File: config.mk
export PLATFORM = sky130hd
export DESIGN_NAME = cache_control
export DESIGN_NICKNAME = d
export VERILOG_FILES = /design/src/rtl/cache_control_pkg.sv /design/src/rtl/cache_control_sat_counter.sv /design/src/rtl/cache_control.sv
export SDC_FILE = /design/constraint.sdc
export NUM_CORES = 1
export LEC_CHECK = 0
export CAP_MARGIN = 20
export CORE_ASPECT_RATIO = 0.6
export CORE_MARGIN = 1.5
export CORE_UTILIZATION = 25
export DETAILED_ROUTE_END_ITERATION = 12
export PLACE_DENSITY = 0.56
export SETUP_SLACK_MARGIN = 0.02
export SLEW_MARGIN = 20
export SYNTH_ARGS = -nofsm -noshare
export SYNTH_HDL_FRONTEND = slang
export SYNTH_HIERARCHICAL = 1
export SYNTH_SLANG_ARGS = --single-unit
File: constraint.sdc
create_clock -name clk -period 6.6 [get_ports clk]
set_input_delay 0.99 -clock clk [delete_from_list [all_inputs] [get_ports clk]]
set_output_delay 0.99 -clock clk [all_outputs]
set_load 0.05 [all_outputs]
File: src/rtl/cache_control_pkg.sv
// ---------------------------------------------------------------------------
// lc3b_types: shared types for the LC-3b cache controller.
//   lc3b_cache_state : controller FSM state encoding.
//   sel_dirty()      : dirty bit of a chosen way, used to decide whether a
//                      miss must write the victim back before refilling.
// ---------------------------------------------------------------------------
package lc3b_types;

  typedef enum logic [1:0] {
    IDLE      = 2'd0,
    WRITEBACK = 2'd1,
    ALLOCATE  = 2'd2
  } lc3b_cache_state;

  // way = 0 selects way1, way = 1 selects way2
  function automatic logic sel_dirty(input logic way,
                                     input logic dirty1,
                                     input logic dirty2);
    return way ? dirty2 : dirty1;
  endfunction

endpackage

File: src/rtl/cache_control_sat_counter.sv
// ---------------------------------------------------------------------------
// sat_counter: up-counter that sticks at all-ones instead of wrapping.
//   clk   : rising-edge clock
//   reset : asynchronous active-high clear
//   inc   : count enable for this cycle
//   count : current value
// ---------------------------------------------------------------------------
module sat_counter #(
  parameter int WIDTH = 16
) (
  input  logic             clk,
  input  logic             reset,
  input  logic             inc,
  output logic [WIDTH-1:0] count
);

  logic [WIDTH-1:0] count_q;
  logic [WIDTH-1:0] count_d;

  always_comb begin
    count_d = count_q;
    if (inc && !(&count_q)) begin
      count_d = count_q + {{(WIDTH-1){1'b0}}, 1'b1};
    end
  end

  always_ff @(posedge clk or posedge reset) begin
    if (reset) begin
      count_q <= '0;
    end else begin
      count_q <= count_d;
    end
  end

  assign count = count_q;

endmodule

File: src/rtl/cache_control.sv
// ---------------------------------------------------------------------------
// cache_control: control FSM for the LC-3b 2-way set-associative,
// write-back, write-allocate cache.
//
// Ports
//   clk, reset                      clock / asynchronous active-high reset
//   mem_read, mem_write, mem_resp   CPU handshake (resp is a 1-cycle pulse)
//   pmem_read, pmem_write, pmem_resp  physical memory handshake
//   hit, hit_way, lru_out,
//   dirty1_out, dirty2_out          datapath status for the current index
//   load_* / *_in                   array write strobes and write data
//   eviction                        datapath way select: victim vs hit way
//   data_sel                        data-in: 0 = CPU merge, 1 = pmem line
//   pmem_addr_sel                   pmem addr: 0 = request, 1 = victim tag
//   hit_count, miss_count           saturating performance counters
//
// A miss latches the LRU way as the victim; WRITEBACK/ALLOCATE steer every
// strobe from that latched victim. After a fill the FSM returns to IDLE,
// where the now-hitting request is served (and a write merged) normally.
// ---------------------------------------------------------------------------
module cache_control
  import lc3b_types::*;
#(
  parameter int CNT_WIDTH = 16
) (
  input  logic                 clk,
  input  logic                 reset,

  input  logic                 mem_read,
  input  logic                 mem_write,
  output logic                 mem_resp,

  output logic                 pmem_read,
  output logic                 pmem_write,
  input  logic                 pmem_resp,

  input  logic                 hit,
  input  logic                 hit_way,
  input  logic                 lru_out,
  input  logic                 dirty1_out,
  input  logic                 dirty2_out,

  output logic                 load_tag1,
  output logic                 load_tag2,
  output logic                 load_valid1,
  output logic                 load_valid2,
  output logic                 load_data1,
  output logic                 load_data2,
  output logic                 load_dirty1,
  output logic                 load_dirty2,
  output logic                 load_lru,
  output logic                 valid1_in,
  output logic                 valid2_in,
  output logic                 dirty1_in,
  output logic                 dirty2_in,
  output logic                 lru_in,
  output logic                 eviction,
  output logic                 data_sel,
  output logic                 pmem_addr_sel,

  output logic [CNT_WIDTH-1:0] hit_count,
  output logic [CNT_WIDTH-1:0] miss_count
);

  lc3b_cache_state state_q, state_d;
  logic            victim_q, victim_d;
  // pending: the current request already missed, so its eventual hit in
  // IDLE is the tail of a miss and must not count as a hit
  logic            pending_q, pending_d;
  logic            hit_inc;
  logic            miss_inc;
  logic            req;

  // a simultaneous read+write is treated as a write, so only mem_write
  // decides the write path
  assign req = mem_read | mem_write;

  always_comb begin
    state_d       = state_q;
    victim_d      = victim_q;
    pending_d     = pending_q;
    hit_inc       = 1'b0;
    miss_inc      = 1'b0;

    mem_resp      = 1'b0;
    pmem_read     = 1'b0;
    pmem_write    = 1'b0;
    load_tag1     = 1'b0;
    load_tag2     = 1'b0;
    load_valid1   = 1'b0;
    load_valid2   = 1'b0;
    load_data1    = 1'b0;
    load_data2    = 1'b0;
    load_dirty1   = 1'b0;
    load_dirty2   = 1'b0;
    load_lru      = 1'b0;
    valid1_in     = 1'b0;
    valid2_in     = 1'b0;
    dirty1_in     = 1'b0;
    dirty2_in     = 1'b0;
    lru_in        = 1'b0;
    eviction      = 1'b0;
    data_sel      = 1'b0;
    pmem_addr_sel = 1'b0;

    unique case (state_q)
      IDLE: begin
        if (!req) begin
          pending_d = 1'b0;
        end else if (hit) begin
          mem_resp  = 1'b1;
          load_lru  = 1'b1;
          lru_in    = ~hit_way;
          hit_inc   = ~pending_q;
          pending_d = 1'b0;
          if (mem_write) begin
            data_sel = 1'b0;
            if (hit_way) begin
              load_data2  = 1'b1;
              load_dirty2 = 1'b1;
              dirty2_in   = 1'b1;
            end else begin
              load_data1  = 1'b1;
              load_dirty1 = 1'b1;
              dirty1_in   = 1'b1;
            end
          end
        end else begin
          victim_d  = lru_out;
          pending_d = 1'b1;
          miss_inc  = 1'b1;
          state_d   = sel_dirty(lru_out, dirty1_out, dirty2_out) ?
                      WRITEBACK : ALLOCATE;
        end
      end

      WRITEBACK: begin
        eviction      = 1'b1;
        pmem_write    = 1'b1;
        pmem_addr_sel = 1'b1;
        if (pmem_resp) begin
          state_d = ALLOCATE;
        end
      end

      ALLOCATE: begin
        eviction      = 1'b1;
        pmem_read     = 1'b1;
        pmem_addr_sel = 1'b0;
        if (pmem_resp) begin
          data_sel = 1'b1;
          if (victim_q) begin
            load_data2  = 1'b1;
            load_tag2   = 1'b1;
            load_valid2 = 1'b1;
            load_dirty2 = 1'b1;
            valid2_in   = 1'b1;
            dirty2_in   = 1'b0;
          end else begin
            load_data1  = 1'b1;
            load_tag1   = 1'b1;
            load_valid1 = 1'b1;
            load_dirty1 = 1'b1;
            valid1_in   = 1'b1;
            dirty1_in   = 1'b0;
          end
          state_d = IDLE;
        end
      end

      default: begin
        state_d = IDLE;
      end
    endcase
  end

  always_ff @(posedge clk or posedge reset) begin
    if (reset) begin
      state_q   <= IDLE;
      victim_q  <= 1'b0;
      pending_q <= 1'b0;
    end else begin
      state_q   <= state_d;
      victim_q  <= victim_d;
      pending_q <= pending_d;
    end
  end

  sat_counter #(.WIDTH(CNT_WIDTH)) u_hit_counter (
    .clk   (clk),
    .reset (reset),
    .inc   (hit_inc),
    .count (hit_count)
  );

  sat_counter #(.WIDTH(CNT_WIDTH)) u_miss_counter (
    .clk   (clk),
    .reset (reset),
    .inc   (miss_inc),
    .count (miss_count)
  );

endmodule
## Word-level counts from Yosys, hierarchy flattened

Cells that the tools add are included.

| storage, ports and cells | value |
|---|---|
| output and inout port bits | 52 |
| bits in registers | 36 |
| bits of input ports | 10 |

| operators by class | value |
|---|---|
| add/sub/neg operators | 2 |
| reduce and logical (&&, ||, !) cells | 10 |
| equal/unequal tests | 6 |
| bitwise logic cells | 4 |
| muxes and demuxes | 42 |

Operators by type and width:

| kind | count |
|---|---|
| $mux W1 | 34 |
| $add A16 B1 Y16 const B | 2 |
| $reduce_and A16 Y1 | 2 |
| $mux W2 | 5 |
| $ne A2 B2 Y1 const B | 4 |
| $pmux W2 S3 | 1 |
| $pmux W1 S2 | 2 |
| $reduce_and A4 Y1 | 1 |
| $not A1 Y1 | 3 |
| $reduce_and A3 Y1 | 1 |
| $eq A2 B1 Y1 const B | 1 |
| $eq A2 B2 Y1 const B | 1 |
| $logic_and A1 B1 Y1 | 2 |
| $logic_not A1 Y1 | 2 |
| $logic_not A2 Y1 | 1 |
| $reduce_or A2 Y1 | 1 |
| $or A1 B1 Y1 | 1 |

## Logic depth before layout (Yosys ltp)

Gate-level depths: netlist of run 1.

| depth | value |
|---|---|
| depth in word-level cells | 5 |
| gate-level depth with buffers | 8 |

## By module

Netlist of run 1, hierarchy kept.

Modules (own cells, without submodules):

| module | cells an instance | area each (sq um) | instances |
|---|---|---|---|
| sat_counter at u_hit_counter | 73 | 798.3 | 1 |
| sat_counter at u_miss_counter | 70 | 782.0 | 1 |
| cache_control | 47 | 390.4 | 1 |

## Least setup slack after synthesis of run 1

OpenSTA, ideal clock, no wires.

| timing | value |
|---|---|
| path kind | input -> output |
| start | input hit |
| end | output load_dirty2 |
| setup slack | 3.166 ns |
| data arrival time | 2.444 ns |
| stages | 4 |
| required time | 5.610 ns |
| path through | nand3_1 nor2_1 or2_2 buf_4 |

| on the way | value |
|---|---|
| cells in the longest elaborated chain, start to end | 3 |

Ends and longest elaborated chain:

| what | line | source |
|---|---|---|
| from (decl) | cache_control.sv:37 | `input logic hit,` |
| $mux W1 (2 in a row) | -- |  |
| $pmux W1 S2 | -- |  |
| to (decl) | cache_control.sv:50 | `output logic load_dirty2,` |

Every way passes these cells.

## Worst setup path in the final report of run 1

| timing | value |
|---|---|
| start | input mem_write |
| end | output load_data1 |

| on the way | value |
|---|---|
| cells in the longest elaborated chain, start to end | 4 |

Ends and longest elaborated chain:

| what | line | source |
|---|---|---|
| from (decl) | cache_control.sv:30 | `input logic mem_write,` |
| $mux W1 | cache_control.sv:116 | `if (mem_write) begin` |
| $mux W1 | cache_control.sv:110 | `end else if (hit) begin` |
| $mux W1 * | cache_control.sv:108 | `if (!req) begin` |
| $pmux W1 S2 * | cache_control.sv:106 | `unique case (state_q)` |
| to (decl) | cache_control.sv:47 | `output logic load_data1,` |

Every way passes the cells marked *; elsewhere a longest branch is shown, timed or not.

==> impl_metrics.toml, run 1 <==
[outcome]
status = "finished, final reports clean"

[cts]
clk_path_buf_depth = 2
postCtsHoldBufs = 0
cts_num_sinks = 36
clockRootBuffer = "clkbuf_16"
clk_latency_ns = 0.28
path_clk_slew_ns = 0.05
htreeDepth = 2
cts_buffers = 5
postCtsSetupBuffers = 0
cts_resized = 0
cts_tree = "yes"

[drt]
via_count = 1567
dr.pass1.iters = 6
wl_per_cell_um = 13.19
via_per_inst = 4.439
routed_wl_um = 4656
ant_nets = 0
first_iter_violations = 76
drc = 0

[floorplan]
coreArea_um2 = 7447
pin_count = 62
die_w_um = 117.6
die_h_um = 71.77
rows = 24
start_util_pct = 26.46
dieArea_um2 = 8442

[power_and_ir_drop]
leakagePower_nw = 1.219
cellPowerDensity_nw_per_um2 = 395.6
ir_drop_mv = 0.2356

[synthesis]
synth_edf_count = 0
synth_nets = 205
synthFlopType = "dfrtp_1"
synthTopCellsByArea = "dfrtp_1 (46%), xor2_1 (7.1%), xnor2_1 (5.3%)"
async_reset_ff_share_pct = 100.0
yosysMostFrequentCell = "dfrtp_1"
synth_seq_area_share_pct = 45.71
synth_top_cell_by_area = "dfrtp_1"
syn-instance-count = 190
synth.avg_cell_area_um2 = 10.37
yosys_warnings = 6
syn_area_um2 = 1971
synth_seq_cells = 36
synth_top_area_share_pct = 45.71
synth_cell_types = 45
synthTopCellsByCount = "dfrtp_1 (36), nand3_1 (16), xor2_1 (16), inv_1 (13)"

[finish]
n_antenna_cell = 0
syn2layout_area_growth_pct = 41.71
fin_nets = 264
drive_above_1_share_pct = 7.631
fin_util_pct = 37.50
fin_area_um2 = 2793

[job]
cap_violations = 0

[setup_path]
worstPathRequired_ns = 5.61
end_kind = "primary output"
crit_fanout = 3
crit_type = "in2out"
crit_arrival_ns = 2.76
start_kind = "input port"

[timing]
hold_viol = 0
period_needed_ns = 3.751
clock.fmax_mhz = 266.6
rsz0062_at_grt = "no"
setup_viol = 0
relSlewSlack_pct = 58.10
worst_pin_slew_ns = 0.6279
clock_skew_ns = 0.003171
fin_tns_setup_ns = 0
min_period_over_period_pct = 56.83
slew_viol_final = 0

[placement]
gp_congestion = 0.7380
place_area_um2 = 2640
dp_hpwl_um = 3620
port_buffers = 61

[worst_hold_path]
hp-class = "reg2reg"

[global_route]
first_global_vias = 1500
grt_use_total_pct = 11.71
grt_pass1_wl_um = 7707
grt_antenna_before_repair = 0
grt_max_degree = 17
overflow = 0
-- sequential cells by signal, summed over array words and instances, names as in the netlist --
signal,count
pending_q,1
state_q,2
u_hit_counter/count,16
u_miss_counter/count,16
victim_q,1
-- cell usage in the layout (no fill, tap or decap), drive strengths merged, types with 6 or more instances in the layout --
cell            n
nand3          16
inv            13
nand2          13
xnor2          12
dfrtp          36
clkdlybuf4s50  61
clkbuf          7
nor3            6
nand4           9
xor2           16
nor2           11
nor4            9
-- routing by layer --
layer  share of wire (%)  wire, µm  vias up  track usage [%]
li1                    -         -      776                -
met1                  53      2477      745            17.18
met2                  40      1859       39            15.79
met3                 5.5       258        7            3.742
met4                 1.3        61        0            4.472
met5                   0         0        -                0
-- power breakdown --
part	internal, mW	switching (mW)	leakage [nW]
logic	0.188	0.357	0.667
registers	0.264	0.0534	0.475
clock network	0.158	0.0847	0.0760
total	0.610	0.495	1.22
-- through the flow --
step	hold WS (ns)	power, mW	instances	setup WS [ns]
after floorplan	0.4975	0.7092	190	3.166
final	0.4987	1.105	353	2.849
after global placement	0.4949	0.8637	346	2.871
after detailed placement	0.4894	0.8688	346	2.853
after global routing	0.5237	1.168	353	2.768
after CTS	0.4987	1.121	353	2.848
-- worst paths after layout --
check / start / to / slack, ns / depth (start not counted)
hold / removal: u_hit_counter/count[15] / u_hit_counter/count[15] / 0.50 / 1
min in group asynchronous: reset / pending_q / 0.95 / 2
hold reg to reg: u_hit_counter/count[15] / u_hit_counter/count[15] / 0.50 / 1
max in group asynchronous: reset / u_hit_counter/count[11] / 5.05 / 2
setup / recovery: mem_write / load_data1 / 2.85 / 4
setup reg to reg: state_q[1] / u_hit_counter/count[13] / 4.14 / 8
-- final cells by class --
| type | instances | area (µm²) |
|---|---|---|
| Fill cell | 777 | 4654 |
| Multi-Input combinational cell | 131 | 945.9 |
| Tap cell | 104 | 130.1 |
| Clock buffer | 7 | 152.6 |
| Sequential cell | 36 | 900.9 |
| Timing Repair Buffer | 61 | 610.6 |
| Inverter | 14 | 52.55 |
-- critical path, stage by stage --
cell             delay, ns
clkdlybuf4s50_1       0.56
nand3_1               0.15
o22ai_1               0.23
clkdlybuf4s50_1       0.84
-- cells by family after synthesis --
kind of cell / synth area share [%]
xor gates and xnor gates: 12.44
adders and majority gates: 3.175
muxes: 3.175
buffers and inverters: 6.286
DFF: 45.71
and+or+nand+nor: 24.07
AOI/OAI and AO/OA: 5.144
Power figures use the tool's default switching activity.
==> inputs of run 2 (changes only) <==
PLACE_DENSITY = 0.58   (was 0.56)
clock period = 3 ns   (was 6.6 ns; I/O delays follow)
==> run 2 against run 1 <==
Compared with the run above:
- global-route usage fell by 0.052 points
- die area is the same
- register-to-register slack worse by 3.5 ns
- sequential power rose by 120%
- power increased by 120%
- setup slack got worse by 2.6 ns
- core utilization hardly changed
- critical path type is now reg2out
- highest routed layer unchanged
==> impl_metrics.toml, run 2 (synthesis gave the netlist of run 1 again) <==
[power_and_ir_drop]
ir_drop_mv = 0.4048
cellPowerDensity_nw_per_um2 = 865.8
finalPower_mw = 2.419
leakagePower_nw = 1.219

[finish]
drive_above_1_share_pct = 7.570
layout_commonest_cell = "clkdlybuf4s50_1"
multi_input_area_um2 = 945.9
layout_common_cells = "clkdlybuf4s50_1 (61), dfrtp_1 (36), nand3_1 (16), xor2_1 (16), inv_1 (13)"
n_antenna_cell = 0
fin_nets = 265
n_fill_cell = 782
syn2layout_area_growth_pct = 41.78
fin_util_pct = 37.52
register_area_um2 = 900.9

[global_route]
grt_antenna_before_repair = 0
overflow = 0
grt_max_degree = 17
grt_pass1_wl_um = 7590
first_global_vias = 1513
grt_use_total_pct = 11.66

[placement]
dp_hpwl_um = 3519
port_buffers = 61
gp_congestion = 0.7408

[cts]
cts_tree = "yes"
clk_latency_ns = 0.28
path_clk_slew_ns = 0.05
htreeDepth = 2
clk_path_buf_depth = 2
postCtsSetupBuffers = 0
cts_num_sinks = 36
clockRootBuffer = "clkbuf_16"
postCtsHoldBufs = 0
cts_buffers = 5
cts_resized = 0

[timing]
period_needed_ns = 2.760
fin_tns_setup_ns = 0
hold_viol = 0
min_period_over_period_pct = 91.99
clock_skew_ns = 0.003403
rsz0062_at_grt = "no"
worst_pin_slew_ns = 0.6391
relSlewSlack_pct = 57.35
slew_viol_final = 0
setup_viol = 0
clock.fmax_mhz = 362.4

[setup_path]
r2r_end = "u_hit_counter/count[13]"
r2r_setup_slack_ns = 0.68
worstPathRequired_ns = 2.55
rr_startpoint = "state_q[0]"
start_kind = "register"
crit_arrival_ns = 2.31
crit_fanout = 7
ff2ff_path_depth = 8
end_kind = "primary output"
crit_type = "reg2out"

[job]
cap_violations = 0

[floorplan]
die_w_um = 117.6
rows = 24
coreArea_um2 = 7447
pin_count = 62
start_util_pct = 26.46
dieArea_um2 = 8442
die_h_um = 71.77

[drt]
routed_wl_um = 4557
via_count = 1555
via_per_inst = 4.380
drc = 0
wl_per_cell_um = 12.84
first_iter_violations = 46
dr.pass1.iters = 4
ant_nets = 0

[outcome]
status = "finished, final reports clean"

[worst_hold_path]
hp-class = "in2async"
run 2: worst max path at each step:
stage	start	to	slack, ns	depth (start not counted)
finish	state_q[0]	load_dirty2	0.24	6
global route	state_q[0]	load_dirty2	0.06	6
CTS	state_q[0]	load_dirty2	0.21	6
detailed placement	mem_write	load_dirty2	0.32	5
global placement	mem_write	load_dirty2	0.36	5
floorplan	state_q[0]	load_dirty1	0.25	5
run 2: cell type report:
cell class	instances	area share [%]
Clock buffer	8	5.240
Timing Repair Buffer	62	22.12
Inverter	14	1.881
Sequential cell	36	32.24
Tap cell	104	4.657
Multi-Input combinational cell	131	33.86
run 2: power breakdown:
group	internal [mW]	switching (mW)
registers	0.580	0.118
logic	0.417	0.784
clock network	0.331	0.189
run 2: stage by stage:
| stage | area [µm²] | setup slack, ns | hold slack (ns) | std cells |
|---|---|---|---|---|
| after global placement | 2648 | 0.3555 | 0.4931 | 347 |
| final | 2794 | 0.2403 | 0.4349 | 355 |
| after detailed placement | 2648 | 0.3192 | 0.4923 | 347 |
| after floorplan | 1971 | 0.2471 | 0.2161 | 190 |
| after CTS | 2794 | 0.2107 | 0.4354 | 355 |
| after global routing | 2794 | 0.06235 | 0.4648 | 355 |
run 2: critical path: stages (launching register included):
cell and delay (ns):
dfrtp_1 0.37, inv_1 0.10, ha_1 0.30, nand3_1 0.17
nor2_1 0.16, or2_2 0.14, clkdlybuf4s50_1 0.80
run 2: layer usage:
metal | up-vias | part of all wire [%] | GRT usage, %
met5 | - | 0 | 0
met1 | 729 | 53 | 16.45
met4 | 0 | 1.7 | 4.878
met3 | 8 | 5.8 | 4.459
met2 | 39 | 40 | 15.79
li1 | 779 | - | -
